[src/rtl/fetch_stage.sv]
`default_nettype none
// ============================================================================
//  Module      : fetch_stage
//  Description : Single-outstanding-request instruction fetch stage with
//                stall hold and decode-stage redirect handling.
//  Revision    : 1.0  initial release
// ============================================================================
module fetch_stage #(
   parameter int                    ADDR_WIDTH  = 32,
   parameter int                    INSTR_WIDTH = 32,
   parameter logic [ADDR_WIDTH-1:0] RESET_PC    = '0
) (
   input  logic                   CLK,
   input  logic                   RST,
   input  logic                   StallF,
   input  logic                   PCSrcD,
   input  logic [ADDR_WIDTH-1:0]  PCBranchD,
   output logic                   ImemReq,
   output logic [ADDR_WIDTH-1:0]  ImemAddr,
   input  logic                   ImemRvalid,
   input  logic [INSTR_WIDTH-1:0] ImemRdata,
   output logic [INSTR_WIDTH-1:0] InstrF,
   output logic [ADDR_WIDTH-1:0]  PCPlus4F,
   output logic                   ValidF
);

   localparam logic [1:0] c_ISSUE = 2'd0;
   localparam logic [1:0] c_WAIT  = 2'd1;
   localparam logic [1:0] c_HOLD  = 2'd2;
   localparam logic [1:0] c_DROP  = 2'd3;

   localparam logic [ADDR_WIDTH-1:0] c_FOUR     = ADDR_WIDTH'(4);
   localparam logic [ADDR_WIDTH-1:0] c_PC_RESET = {RESET_PC[ADDR_WIDTH-1:2], 2'b00};

   logic [1:0]             r_state;
   logic [1:0]             w_state_nxt;
   logic [ADDR_WIDTH-1:0]  r_pc;
   logic [INSTR_WIDTH-1:0] r_instr;
   logic [ADDR_WIDTH-1:0]  r_pc4;
   logic                   r_valid;

   logic                   w_redirect;
   logic                   w_capture;
   logic                   w_consume;
   logic [ADDR_WIDTH-1:0]  w_pc_inc;
   logic [ADDR_WIDTH-1:0]  w_target;
   logic                   w_req;
   logic                   w_unused;

   // A stalled decode register cannot accept a redirect either, so the
   // redirect only takes effect when the stall is released.
   assign w_redirect = PCSrcD & ~StallF;
   assign w_capture  = (r_state == c_WAIT) & ImemRvalid & ~w_redirect;
   assign w_consume  = (r_state == c_HOLD) & ~StallF;
   assign w_pc_inc   = r_pc + c_FOUR;
   assign w_target   = {PCBranchD[ADDR_WIDTH-1:2], 2'b00};
   assign w_unused   = ^PCBranchD[1:0];

   // State register
   always_ff @(posedge CLK or posedge RST) begin
      if (RST) begin
         r_state <= c_ISSUE;
      end else begin
         r_state <= w_state_nxt;
      end
   end

   // Next-state logic
   always_comb begin
      w_state_nxt = r_state;
      case (r_state)
         c_ISSUE: begin
            w_state_nxt = w_redirect ? c_DROP : c_WAIT;
         end
         c_WAIT: begin
            if (ImemRvalid) begin
               w_state_nxt = w_redirect ? c_ISSUE : c_HOLD;
            end else if (w_redirect) begin
               w_state_nxt = c_DROP;
            end
         end
         c_HOLD: begin
            if (!StallF) begin
               w_state_nxt = c_ISSUE;
            end
         end
         c_DROP: begin
            // The stale response must still be absorbed even if another
            // redirect arrives alongside it; otherwise DROP would never exit.
            if (ImemRvalid) begin
               w_state_nxt = c_ISSUE;
            end
         end
         default: begin
            w_state_nxt = c_ISSUE;
         end
      endcase
   end

   // Output logic
   always_comb begin
      w_req = 1'b0;
      if ((r_state == c_ISSUE) && !RST) begin
         w_req = 1'b1;
      end
   end

   assign ImemReq  = w_req;
   assign ImemAddr = r_pc;

   // Datapath: PC and the instruction presented to decode
   always_ff @(posedge CLK or posedge RST) begin
      if (RST) begin
         r_pc    <= c_PC_RESET;
         r_instr <= '0;
         r_pc4   <= '0;
         r_valid <= 1'b0;
      end else begin
         if (w_redirect) begin
            r_pc    <= w_target;
            r_valid <= 1'b0;
         end else if (w_consume) begin
            r_pc    <= w_pc_inc;
            r_valid <= 1'b0;
         end else if (w_capture) begin
            r_instr <= ImemRdata;
            r_pc4   <= w_pc_inc;
            r_valid <= 1'b1;
         end
      end
   end

   assign InstrF   = r_instr;
   assign PCPlus4F = r_pc4;
   assign ValidF   = r_valid;

endmodule
`default_nettype wire

[config.mk]
export PLATFORM = sky130hd
export DESIGN_NAME = fetch_stage
export DESIGN_NICKNAME = d
export VERILOG_FILES = /design/src/rtl/fetch_stage.sv
export SDC_FILE = /design/constraint.sdc
export NUM_CORES = 1
export LEC_CHECK = 0
export ABC_AREA = 1
export CELL_PAD_IN_SITES_DETAIL_PLACEMENT = 1
export CELL_PAD_IN_SITES_GLOBAL_PLACEMENT = 1
export CORE_MARGIN = 1
export CORE_UTILIZATION = 32
export DETAILED_ROUTE_END_ITERATION = 7
export GPL_ROUTABILITY_DRIVEN = 0
export PLACE_DENSITY_LB_ADDON = 0.12
export SLEW_MARGIN = 20
export SYNTH_ARGS = -nofsm -noshare
export SYNTH_HDL_FRONTEND = slang
export SYNTH_SLANG_ARGS = --single-unit
export TNS_END_PERCENT = 1
[constraint.sdc]
create_clock -name CLK -period 3.3 [get_ports CLK]
set_input_delay 0.495 -clock CLK [delete_from_list [all_inputs] [get_ports CLK]]
set_output_delay 0.495 -clock CLK [all_outputs]
set_load 0.02 [all_outputs]
Word level (Yosys, flattened, before mapping). Cells that the tools add are included.

Register bits after elaboration: 99. Output and inout bits: 98. Logic and storage cells: 39.

Equal/unequal tests: 6. $add $sub $neg: 1. Multiplexer cells: 13. Bitwise operators: 7. Reductions and logical operators: 7.

Operators with widths (number): $mux W32 (2); $add A32 B3 Y32 const B (1); $mux W2 (6); $pmux W2 S4 (1); $reduce_and A3 Y1 (2); $and A1 B1 Y1 (4); $eq A2 B2 Y1 const B (2); $mux W1 (4); $ne A2 B2 Y1 const B (2); $ne A3 B3 Y1 const B (1); $not A1 Y1 (3); $reduce_bool A3 Y1 (1); $eq A2 B1 Y1 const B (1); $logic_not A2 Y1 (1); $reduce_bool A2 Y1 (1); $logic_and A1 B1 Y1 (1); $logic_not A1 Y1 (1).

Depth between registers and ports, before layout. Gate-level depths: netlist (run 1).

Word-level depth: 7. Gate-level depth with buffers: 10.

Worst setup path before layout (run 1). OpenSTA, ideal clock, no wires.

Kind: register to register. Start point: register r_pc[3], in the netlist ImemAddr[3]. End point: register r_pc[24], in the netlist ImemAddr[24]. Setup time: 0.117 ns. Data required time: 3.183 ns. Arrival time: 1.465 ns. Setup slack: 1.719 ns. Stages on the path, launching flop included: 11. Period minus slack after synthesis: 1.581 ns. Cells stage by stage: dfrtp_1 -> ha_1 -> nand2_2 -> nor2_4 -> nand2_1 -> nor2_4 -> nand2_1 -> nand2_1 -> nand2_1 -> nand2_1 -> nand2_1.

Longest elaborated chain between the ends: 3.

RTL lines: from (decl) (line 37) `logic [ADDR_WIDTH-1:0] r_pc;`; from (signal assigned) (line 114) `r_pc <= c_PC_RESET;`; from (signal assigned) (line 120) `r_pc <= w_target;`; from (signal assigned) (line 123) `r_pc <= w_pc_inc;`; $add A32 B3 Y32 (line 55) `assign w_pc_inc = r_pc + c_FOUR;`; $mux W32 (line 122) `end else if (w_consume) begin`; $mux W32 (line 119) `if (w_redirect) begin`.

Every way passes these cells. The select of a mux whose other input is x is not followed. A chain may end at the register's enable or synchronous reset.

Worst setup path after layout (run 1).
Start point: register r_state[1]. End point: output ImemReq.

Longest elaborated chain between the ends: 3.

RTL lines: from (decl) (line 35) `logic [1:0] r_state;`; from (signal assigned) (line 62) `r_state <= c_ISSUE;`; from (signal assigned) (line 64) `r_state <= w_state_nxt;`; $logic_not A2 Y1 (line 103) `if ((r_state == c_ISSUE) && !RST) begin`; $logic_and A1 B1 Y1 (line 103); $mux W1 (line 103); to (decl) (line 18) `output logic ImemReq,`.

Every way passes these cells.

==> summary.md, run 1 <==
| Metric | Value |
|---|---|
| Post-DP HPWL | 11.3 mm |
| Power share of the clock group | 0.194 |
| Iter 0 DRT Violations | 185 |
| Top cells by area, synth | dfrtp_1 (49%), nand2_1 (24%), inv_1 (3.8%), o21ai_0 (2.9%), nand3_1 (2.4%) |
| Switching power share of the total | 0.399 |
| Failing checks | design-rule violations |
| Comb power frac | 0.458 |
| Worst slew pin tran | 0.744 ns |
| Core box area | 14,700 sq um |
| Initial antenna violation count | 0 |
| PortBufs | 160 |
| Endpoints failing hold | 0 |
| Synth Instances | 636 |
| WHS Path Cells | 2 |
| Fin crit share | 0.688 |
| Critical Path End Type | output pin |
| Postcts setup bufs | 0 |
| Leak Pwr | 3.39 nW |
| Routed wire length | 15.2 mm |
| Synth unique cells | 28 |
| Largest net degree at the start of global routing | 59 |
| Area delta synth->final | 43.0% |
| Syn_area_per_cell | 7.65 sq um |
| Die X | 125 um |
| Int Power | 3.48 mW |
| Setup CP Type | flop to output pin |
| #FFs+latches synth | 95 |
| Commonest non-fill, non-tap cells in the layout | nand2_1 (313), clkdlybuf4s50_1 (160), dfrtp_1 (95) |
| Die span in y | 125 um |
| Share of the synthesized area in the top cell type | 0.488 |
| WL met3 | 987 um |
| Worst EP arrival | 1.77 ns |
| Most common cell after layout, fill and taps aside | nand2_1 |
| Placement Setup Slack | 0.738 ns |
| Final setup fails | 0 |
| Clk_lat worst skew | 0.34 ns |
| Root Driver | clkbuf_16 |
| Antenna Cells | 0 |
| First-pass DRT Iterations | 8 |
| Fillers | 1,793 |
| TritonCTS Buffers | 9 |
| Max_cap viols | 0 |
| DR vias | 4,542 |
| Vias in the first global route | 4,950 |
| First-pass GRT wire length | 25.3 mm |
| Gr ovfl total | 0 |
| RSZ-0062 raised after global routing | no |
| Die area | 15,700 sq um |
| PwrDens | 833 nW/um^2 |
| Reg2Reg Depth | 5 |
| Row Count | 44 |
| CTS tree | done |
| Metal2 WL | 7.43 mm |
| Post-route setup slack | 1.03 ns |
| # hold bufs at CTS | 0 |
| Post-CTS sizing | 0 |
| Sink Count | 95 |
| Status | finished with violations |
| H-tree depth | 3 |
| Critical Path Source Type | flop |
| Syn Std Cell Area | 4870 sq um |
| WL/cell | 15.5 um |
| Maximum VDD drop | 0.354 mV |
| DR top layer | met4 |
| Met1 Wirelength | 6.53 mm |
| DRT antenna net count | 0 |
| Vias per Instance | 4.64 |
| Max Slew Vio Count | 0 |
| Setup TNS | 0 ns |
| Clock buffer depth | 2 |
| Final layout net count | 861 |
| Register area share after synthesis | 0.488 |
| Starting Density | 0.331 |
| Clock Skew | 0.00938 ns |
| Reg power frac | 0.348 |
| Clock transition at path regs | 0.07 ns |
| Psw | 2.31 mW |
| Yosys warning count | 0 |
| Cell taking the most area after synthesis | dfrtp_1 |
| IO Pins | 167 |
| Max-slew headroom | 0.504 |
| Residual DRC | 1 |
| Hold Path Class | flop to flop |
| Fmax | 441 MHz |
| Total global routing track utilization | 0.205 |
| Crit path max fanout | 7 |
| WP data required | 2.80 ns |
| Tmin final | 2.27 ns |
| Layout cells sized above 1 | 0.0755 |
-- final cells by class --
cell class,count,area (sq um),area share
clock buffer,11,243,0.0349
tap,184,230,0.0331
inverter,53,201,0.0289
multi-input combinational,467,2190,0.314
timing repair buffer,165,1650,0.237
clock inverter,4,70.1,0.0101
sequential,95,2380,0.342
-- per-stage QoR --
step	total power, mW	instances	util	hold WS [ns]	area, sq um
2_1_floorplan	3.37	639	-	0.527	4880
3_3_place_gp	4.63	964	0.452	0.460	6650
3_5_place_dp	4.72	964	0.452	0.463	6650
4_1_cts	5.88	979	0.473	0.479	6960
5_1_grt	6.19	979	0.473	0.502	6960
6_report	5.79	979	0.473	0.479	6960
-- per-layer routing --
layer	track usage	up-vias
met3	0.0586	13
met1	0.243	2189
li1	-	2235
met5	0	-
met4	0.0638	0
met2	0.357	105
-- cells by family (layout without fill, tap and decap cells) --
kind of cell    Yosys count  count (layout)  share of synthesized area
simple gates            401             401                      0.351
flops                    95              95                      0.488
buf+inv                  77             233                     0.0653
compound gates           47              47                     0.0586
xor+xnor                 14              14                     0.0329
fa+ha+maj                 1               1                    0.00257
other cells               1               4                   0.000770
-- critical path, stage by stage (launching register included) --
cell and delay (ns):
dfrtp_1 0.45, or2_2 0.30, nor2_1 0.09, clkdlybuf4s50_1 0.61
-- Yosys cell counts (all sizes together) --
library cell / n
xor2: 14
a22o: 7
a31oi: 1
nand3: 23
nand4: 1
inv: 53
nand2: 326
buf: 15
and2: 3
ha: 1
or2: 1
nor2: 47
dfrtp: 95
o211ai: 2
conb: 1
o221ai: 2
o21ai: 31
o21bai: 4
clkbuf: 9
-- final timing paths --
path | start | endpoint | slack (ns)
max | r_state[1] | ImemReq | 1.03
min | ValidF | ValidF | 0.48
max in group asynchronous | RST | ImemAddr[13] | 1.94
min in group asynchronous | RST | ValidF | 0.67
min reg2reg | ValidF | ValidF | 0.48
max reg2reg | r_state[0] | PCPlus4F[6] | 1.45
-- power groups by stage --
| stage | clock network [mW] | registers, mW | logic, mW |
|---|---|---|---|
| 2_1_floorplan | 0 | 2.51 | 0.861 |
| 3_3_place_gp | 0 | 2.01 | 2.63 |
| 4_1_cts | 1.16 | 2.02 | 2.70 |
| 6_report | 1.13 | 2.01 | 2.65 |
| 5_1_grt | 1.20 | 2.09 | 2.90 |
| 3_5_place_dp | 0 | 2.04 | 2.68 |
-- registers in the layout (all words and copies together) (netlist names) --
signal and flops:
ValidF 1, PCPlus4F 30, ImemAddr 30, InstrF 32, r_state 2
Note: power is estimated with default switching activity, not from simulation.
==> inputs of run 2 (changes only) <==
--- a/config.mk
+++ b/config.mk
@@ -9,7 +9,7 @@
 export CELL_PAD_IN_SITES_DETAIL_PLACEMENT = 1
 export CELL_PAD_IN_SITES_GLOBAL_PLACEMENT = 1
 export CORE_MARGIN = 1
-export CORE_UTILIZATION = 32
+export CORE_UTILIZATION = 29
 export DETAILED_ROUTE_END_ITERATION = 7
 export GPL_ROUTABILITY_DRIVEN = 0
 export PLACE_DENSITY_LB_ADDON = 0.12
==> constraint.sdc (replaced) <==
create_clock -name CLK -period 1.85 [get_ports CLK]
set_input_delay 0.2775 -clock CLK [delete_from_list [all_inputs] [get_ports CLK]]
set_output_delay 0.2775 -clock CLK [all_outputs]
set_load 0.02 [all_outputs]
==> summary.md, run 2 (synthesis gave the netlist of run 1 again) <==
| Metric | Value |
|---|---|
| Status | finished, final reports clean |
| Post-route setup slack | 0.0461 ns (-0.984 ns) |
| Starting Density | 0.302 (-0.0291) |
| Vias in the first global route | 5,004 (+1.1%) |
| Clock buffer depth | 2 (unchanged) |
| Post-Layout Cell Count | 1,020 (+4.2%) |
| Worst slew pin tran | 0.541 ns (-0.203 ns) |
| Hold Path Class | input pin to flop |
| PortBufs | 160 (unchanged) |
| Fmax | 554 MHz |
| Endpoints failing hold | 0 (unchanged) |
| Leak Pwr | 3.45 nW (+1.5%) |
| WL/cell | 15.5 um (about the same) |
| Commonest non-fill, non-tap cells in the layout | nand2_1 (313), clkdlybuf4s50_1 (157), dfrtp_1 (94) |
| Fin crit share | 0.975 |
| First-pass DRT Iterations | 4 (-4) |
| Tmin final | 1.80 ns |
| Fillers | 1,913 (+6.7%) |
| Max-slew headroom | 0.639 (+0.135) |
| Initial antenna violation count | 0 (unchanged) |
| Setup TNS | 0 ns (unchanged) |
| Max reg flops | 32 (unchanged) |
| H-tree depth | 3 (unchanged) |
| TritonCTS Buffers | 9 (unchanged) |
| Crit path max-delay family | buffers and inverters |
| Die X | 132 um (+5.0%) |
| Slowest CP cell | clkdlybuf4s50_1 |
| Final setup fails | 0 (unchanged) |
| Clock Skew | 0.00769 ns (-0.00169 ns) |
| Clock transition at path regs | 0.07 ns (about the same) |
| Antenna Cells | 0 (unchanged) |
| Residual DRC | 0 (-1) |
| Die span in y | 132 um (+5.0%) |
| Largest net degree at the start of global routing | 96 (+63%) |
| Total global routing track utilization | 0.190 (-0.0144) |
| Cells along the critical path | clkdlybuf4s50_1 |
| Placed cell areas | 6820 sq um (+2.6%) |
| DR vias | 4,600 (+1.3%) |
| Max Slew Vio Count | 0 (unchanged) |
| Root Driver | clkbuf_16 |
| Routed wire length | 15.8 mm (+4.2%) |
| Final instance area | 7110 sq um (+2.1%) |
| CP peak stage delay | 0.67 ns (+0.06 ns) |
| Most common cell after layout, fill and taps aside | nand2_1 |
| Post-DP HPWL | 11.6 mm (+2.5%) |
| CTS tree | done |
| Iter 0 DRT Violations | 164 (-11%) |
| Setup CP Type | flop to output pin |
| Vias per Instance | 4.51 (-2.8%) |
| Layout cells sized above 1 | 0.0871 (+0.0116) |
| Clk_lat worst skew | 0.35 ns (about the same) |
| Final layout net count | 870 (+1.0%) |
| CP Buf/Inv Count | 1 (unchanged) |
| Crit path max fanout | 5 (-2) |
| Core box area | 16,100 sq um (+9.6%) |
| Area delta synth->final | 46.0% |
| Gr ovfl total | 0 (unchanged) |
| Critical Path End Type | output pin |
| WP data required | 1.57 ns (-1.23 ns) |
| Row Count | 46 (+4.5%) |
| PwrDens | 1450 nW/um^2 (+74%) |
| Maximum VDD drop | 0.668 mV (+88%) |
| Placed Instances | 1,005 (+4.3%) |
| Power, Total | 10.3 mW (+77%) |
| Worst EP arrival | 1.53 ns (-0.24 ns) |
| Die area | 17,300 sq um (+10%) |
| First-pass GRT wire length | 26.1 mm (+3.1%) |
| RSZ-0062 raised after global routing | no |
| DRT antenna net count | 0 (unchanged) |
| Max_cap viols | 0 (unchanged) |
| Placement Setup Slack | 0.0228 ns (-0.715 ns) |
| Final design utilization | 0.441 (-0.0325) |
| Sink Count | 95 (unchanged) |
| Critical Path Source Type | flop |
| Fin Hold WS | 0.457 ns (-0.0228 ns) |
| IO Pins | 167 (unchanged) |
## run 2: cell count changes in the layout (fill, tap and decap cells not counted), sizes merged
cell	previous run	this run
clkinv	2	0
clkdlybuf4s15	0	1
inv	53	52
dlygate4sd2	0	1
bufinv	2	0
clkdlybuf4s50	160	157
clkbuf	11	13
clkinvlp	0	3
dlymetal6s2s	0	1
buf	5	14
## run 2: path summary, 6_finish.rpt
kind,start,endpoint,slack (ns),depth (start not counted)
min,ImemRdata[8],InstrF[8],0.46,3
min reg2reg,ValidF,ValidF,0.47,2
min in group asynchronous,RST,PCPlus4F[2],0.53,4
max in group asynchronous,RST,r_state[0],0.90,4
max reg2reg,ImemAddr[2],ImemAddr[16],0.14,8
max,ImemAddr[14],ImemAddr[14],0.05,1
## run 2: timing repair
action | CTS | global route
hold endpoints to repair | 0 | 0
hold buffers | 0 | 0
endpoints found under the setup margin | 3 | 2
resized for setup | 3 | 2
buffers inserted | 0 | 0
## run 2: power by group
group / total, mW / internal [mW] / switching [mW]
clock network: 1.85 / 1.02 / 0.829
registers: 3.59 / 2.90 / 0.689
logic: 4.84 / 2.18 / 2.67
total: 10.3 / 6.09 / 4.19
## run 2: final cells by class
class | count | area, sq um | share of cell area
clock buffers | 13 | 270 | 0.0380
clock inverters | 2 | 15.0 | 0.00211
inverters | 53 | 203 | 0.0285
multi-input cells | 467 | 2190 | 0.308
flip-flops and latches | 95 | 2380 | 0.335
well taps | 216 | 270 | 0.0380
repair buffers | 174 | 1780 | 0.251
## run 2: metal layers
metal / GRT usage / vias to the layer above / wire length (um)
met5: 0 / - / 0
met4: 0.0775 / 0 / 358
met3: 0.0556 / 26 / 1090
met2: 0.325 / 116 / 7660
met1: 0.222 / 2201 / 6690
li1: - / 2257 / -
==> inputs of run 3 (changes only) <==
--- a/config.mk
+++ b/config.mk
@@ -8,7 +8,6 @@
 export ABC_AREA = 1
 export CELL_PAD_IN_SITES_DETAIL_PLACEMENT = 1
 export CELL_PAD_IN_SITES_GLOBAL_PLACEMENT = 1
-export CORE_MARGIN = 1
 export CORE_UTILIZATION = 29
 export DETAILED_ROUTE_END_ITERATION = 7
 export GPL_ROUTABILITY_DRIVEN = 0
==> results of run 3 <==
The final DEF is identical to that of run 2; final timing and power are the same.
